$ cat src/rtl/stall_ctrl.sv
// stall_ctrl: pipeline hazard/stall controller with the mult/div busy counter.
// Optional STALL_CTRL_PERF_EN adds free-running stall and md-stall cycle counters.
module stall_ctrl #(
  parameter int MULT_LAT = 5,
  parameter int DIV_LAT  = 10,
  parameter int CNT_W    = 4
) (
  input  logic        clk,
  input  logic        reset,
  input  logic [4:0]  D_rsAddr,
  input  logic [4:0]  D_rtAddr,
  input  logic [1:0]  D_rsTuse,
  input  logic [1:0]  D_rtTuse,
  input  logic        D_isMD,
  input  logic [4:0]  E_wAddr,
  input  logic [1:0]  E_Tnew,
  input  logic        E_mdStart,
  input  logic        E_mdOp,
  input  logic [4:0]  M_wAddr,
  input  logic [1:0]  M_Tnew,
`ifdef STALL_CTRL_PERF_EN
  output logic [31:0] stallCnt,
  output logic [31:0] mdStallCnt,
`endif
  output logic        stall,
  output logic        pcEn,
  output logic        fdEn,
  output logic        deClr,
  output logic        mdBusy
);
  logic [CNT_W-1:0] cnt_q, cnt_d;
  logic rs_e, rs_m, rt_e, rt_m, data_stall, md_stall;
  always_comb begin
    rs_e       = (D_rsAddr != 5'd0) && (D_rsAddr == E_wAddr) && (E_Tnew > D_rsTuse);
    rs_m       = (D_rsAddr != 5'd0) && (D_rsAddr == M_wAddr) && (M_Tnew > D_rsTuse);
    rt_e       = (D_rtAddr != 5'd0) && (D_rtAddr == E_wAddr) && (E_Tnew > D_rtTuse);
    rt_m       = (D_rtAddr != 5'd0) && (D_rtAddr == M_wAddr) && (M_Tnew > D_rtTuse);
    data_stall = rs_e || rs_m || rt_e || rt_m;
    mdBusy     = cnt_q != '0;
    md_stall   = D_isMD && (mdBusy || E_mdStart);
    stall      = (data_stall || md_stall) && !reset;
    pcEn       = !stall;
    fdEn       = !stall;
    deClr      = stall;
    // a new start reloads even while busy; otherwise count down and saturate at 0
    cnt_d      = E_mdStart ? (E_mdOp ? CNT_W'(DIV_LAT) : CNT_W'(MULT_LAT))
                           : (mdBusy ? cnt_q - 1'b1 : cnt_q);
  end
  always_ff @(posedge clk or posedge reset)
    if (reset) cnt_q <= '0;
    else cnt_q <= cnt_d;
`ifdef STALL_CTRL_PERF_EN
  logic [31:0] stall_cnt_q, stall_cnt_d, md_cnt_q, md_cnt_d;
  always_comb begin
    stall_cnt_d = stall_cnt_q + {31'd0, stall};
    md_cnt_d    = md_cnt_q + {31'd0, md_stall};
    stallCnt    = stall_cnt_q;
    mdStallCnt  = md_cnt_q;
  end
  always_ff @(posedge clk or posedge reset)
    if (reset) begin
      stall_cnt_q <= '0;
      md_cnt_q    <= '0;
    end else begin
      stall_cnt_q <= stall_cnt_d;
      md_cnt_q    <= md_cnt_d;
    end
`endif
endmodule
$ cat config.mk
export PLATFORM = sky130hd
export DESIGN_NAME = stall_ctrl
export DESIGN_NICKNAME = d
export VERILOG_FILES = /design/src/rtl/stall_ctrl.sv
export SDC_FILE = /design/constraint.sdc
export NUM_CORES = 1
export LEC_CHECK = 0
export ABC_CLOCK_PERIOD_IN_PS = 2850
export CORE_MARGIN = 2
export CORE_UTILIZATION = 35
export CTS_CLUSTER_SIZE = 25
export DETAILED_ROUTE_END_ITERATION = 7
export PLACE_DENSITY = 0.73
export SYNTH_ARGS = -nofsm -noshare
export SYNTH_HDL_FRONTEND = slang
export SYNTH_SLANG_ARGS = --single-unit
$ cat constraint.sdc
create_clock -name clk -period 2.85 [get_ports clk]
set_clock_uncertainty 0.1 [all_clocks]
set_input_delay 0.57 -clock clk [delete_from_list [all_inputs] [get_ports clk]]
set_output_delay 0.57 -clock clk [all_outputs]
set_load 0.01 [all_outputs]
==> reports/qor.yml <==
outcome: "finished, final reports clean"
max_freq_mhz: 362
largest_reg_flops: 4
grt-busiest-layer: "met2"
synth_top_family_by_area: "XOR/XNOR gates"
drv_slew: 0
r2r_slack_ns: 1.42
synth_cells: 85
synth_seq_area_share_pct: 14.5
route.detailed.drc: 0
synth_mux_area_share_pct: 0
synthesis.nets: 128
grt_max_degree: 7
grt_pass1_wl_um: 3530
r2r_start: "cnt_q[0]"
grt_pass1_vias: 840
cellPowerDensity_nw_per_um2: 285
syn_area_um2: 692
slew_headroom_pct: 80.7
grt_antenna_before_repair: 0
crit_cells: 8
cts_buffers: 3
critPathSlowestCell: "nor4_2"
path_buf_inv: 2
diodes: 0
drtPass1Iterations: 3
vdd_drop_max_v: 0.000297
power_uw: 359
grt-ovfl-total: 0
ff2ff_path_depth: 6
placementRows: 16
synth-simple-area-share_pct: 16.6
cts.sinks: 4
crit_path_end: "fdEn"
timing.rr.end: "cnt_q[1]"
drv_cap: 0
hold_ws_ns: 0.503
syn_area_per_cell_um2: 8.14
fin_nets: 178
start_util_pct: 36.0
clk_path_buf_depth: 2
first_iter_violations: 5
crit_fanout: 2
die_h_um: 48.5
avgViaCountPerCell: 4.80
largestRegisters: "cnt_q: 4 flops"
via_count: 768
nFillCells: 173
cts_tree: "yes"
fin_crit_sh_pct: 96.8
die_area_um2: 2350
crit_start: "E_Tnew[1]"
crit_chain: "dlygate4sd2_1 > ha_4 > nand2_2 > nand4_1 > nor4_2 > o221ai_2 > and3_1 > buf_2"
critPathKind: "in2out"
dieWidth_um: 48.5
clkLatencyLatePin_ns: 0.23
synth_adder_area_share_pct: 18.1
use_met1_pct: 17.5
avgRoutedWirePerCell_um: 13.3
antenna_left: 0
tightestPinTransition_ns: 0.289
area_delta_synth_final_pct: 81.9
postCtsHoldBufs: 0
leakage_nw: 0.630
routed_wl_um: 2120
hold_class: "reg2reg"
fin_tns_setup_ns: 0
fin_crit_ns: 2.76
setup.worst_path.end_class: "output pin"
cp.required_ns: 2.18
cp.arrival_ns: 2.09
hp-start: "cnt_q[3]"
start_kind: "input port"
multi_input_comb_area_um2: 606
ys_warn_count: 0
place.gp.congestion: 0.795
layout-drive-gt1-share_pct: 25.6
timing.final.ws_setup_ns: 0.0903
grt_usage_pct: 19.0
setup_viol: 0
final_hold_viol_count: 0
ios: 38
rsz0062_at_grt: "false"
cts.reportedPaths.clkPinSlew_ns: 0.04
port_buffers: 37
synth-seq-cells: 4
max_stage_delay_ns: 0.34
root_buffer: "clkbuf_4"
place_ws_ns: -0.582
synth_compound_gate_area_share_pct: 13.0
postLayoutCoreUtil_pct: 65.5
regArea_um2: 100
hpwl_um: 1690
grt_util_met3_pct: 5.56
synth_cell_type_count: 24
grtUsageMet2_pct: 39.6
core_area_um2: 1920
cts_max_level: 1
crit_family: "simple AND/OR/NAND/NOR gates"
top_register: "cnt_q"
synth_xor_area_share_pct: 29.1
## Yosys cell counts
cell type	instances	share of area [%]
nand2b_1	1	0.90
a21oi_1	4	2.9
ha_1	10	18
nor2b_1	1	0.90
nand3_1	2	1.4
clkbuf_1	1	0.54
o221ai_1	2	2.5
o21ai_0	3	2.2
nand2_1	4	2.2
nor2_1	2	1.1
nor3_1	1	0.72
o211ai_1	1	1.1
buf_4	2	2.2
nand4_1	3	2.7
nor4_1	3	2.7
a2111oi_2	1	2.2
inv_1	11	6.0
dfrtp_1	4	14
and2_1	1	0.90
o31ai_1	2	2.2
xor2_1	7	8.9
and3_1	1	0.90
xnor2_1	16	20
or4_1	2	2.2
## power by group
group	internal (mW)	switching (mW)
Combinational	0.112	0.0965
Sequential	0.0709	0.0107
Clock	0.0470	0.0218
## cell usage in the layout (no fill, tap or decap), types with 2 or more instances in the layout
| cell type | n |
|---|---|
| nand3_1 | 2 |
| clkdlybuf4s15_1 | 3 |
| inv_1 | 7 |
| nor2_1 | 2 |
| ha_4 | 4 |
| xor2_1 | 7 |
| buf_2 | 4 |
| a21oi_1 | 4 |
| ha_1 | 5 |
| buf_4 | 10 |
| dlymetal6s2s_1 | 14 |
| nand4_1 | 3 |
| clkdlybuf4s50_1 | 9 |
| or4_1 | 2 |
| clkbuf_2 | 2 |
| inv_2 | 4 |
| nor4_2 | 2 |
| dlygate4sd2_1 | 5 |
| o31ai_1 | 2 |
| clkbuf_4 | 3 |
| xnor2_1 | 16 |
| dfrtp_1 | 4 |
| o21ai_0 | 2 |
| nand2_1 | 3 |
## logic make-up after synthesis
family / Yosys count
AOI/OAI and AO/OA: 13
adders and majority gates: 10
DFF: 4
xor gates and xnor gates: 23
and+or+nand+nor: 21
buffers and inverters: 14
## through the flow
step	std cells	instance area, um2
floorplan	85	692
global placement	156	1150
detailed placement	156	1150
CTS	160	1180
global route	160	1260
finish	160	1260
## tightest hold or removal path, stage by stage (launching register included)
cell and delay, ns:
dfrtp_1 0.35, xnor2_1 0.14, o31ai_1 0.07
## layer usage
| metal | wire (um) | part of all wire [%] | vias up |
|---|---|---|---|
| met5 | 0 | 0 | - |
| met4 | 0 | 0 | 0 |
| met3 | 116 | 5.5 | 0 |
| met2 | 1250 | 59 | 20 |
| met1 | 751 | 35 | 352 |
| li1 | - | - | 396 |
## what timing repair did
item | 4_1_cts | 5_1_grt
endpoints found under the setup margin | 4 | 4
pin swaps | 14 | 10
setup buffers | 1 | 0
gates cloned | 0 | 0
gates resized for setup | 35 | 27
## worst min-delay path by stage
stage | endpoint | slack, ns | cells after the start
floorplan | cnt_q[0] | 0.26 | 1
global placement | cnt_q[3] | 0.48 | 2
detailed placement | cnt_q[3] | 0.50 | 2
CTS | cnt_q[3] | 0.51 | 2
global route | cnt_q[3] | 0.55 | 2
finish | cnt_q[3] | 0.50 | 2
## area by class of cell
type / instances / share of cell area [%]
Multi-Input combinational cell: 67 / 48.1
Timing Repair Buffer: 48 / 36.2
Sequential cell: 4 / 7.95
Inverter: 11 / 3.28
Tap cell: 27 / 2.68
Clock buffer: 3 / 1.79
No activity file was read; power rests on OpenSTA's default activity.
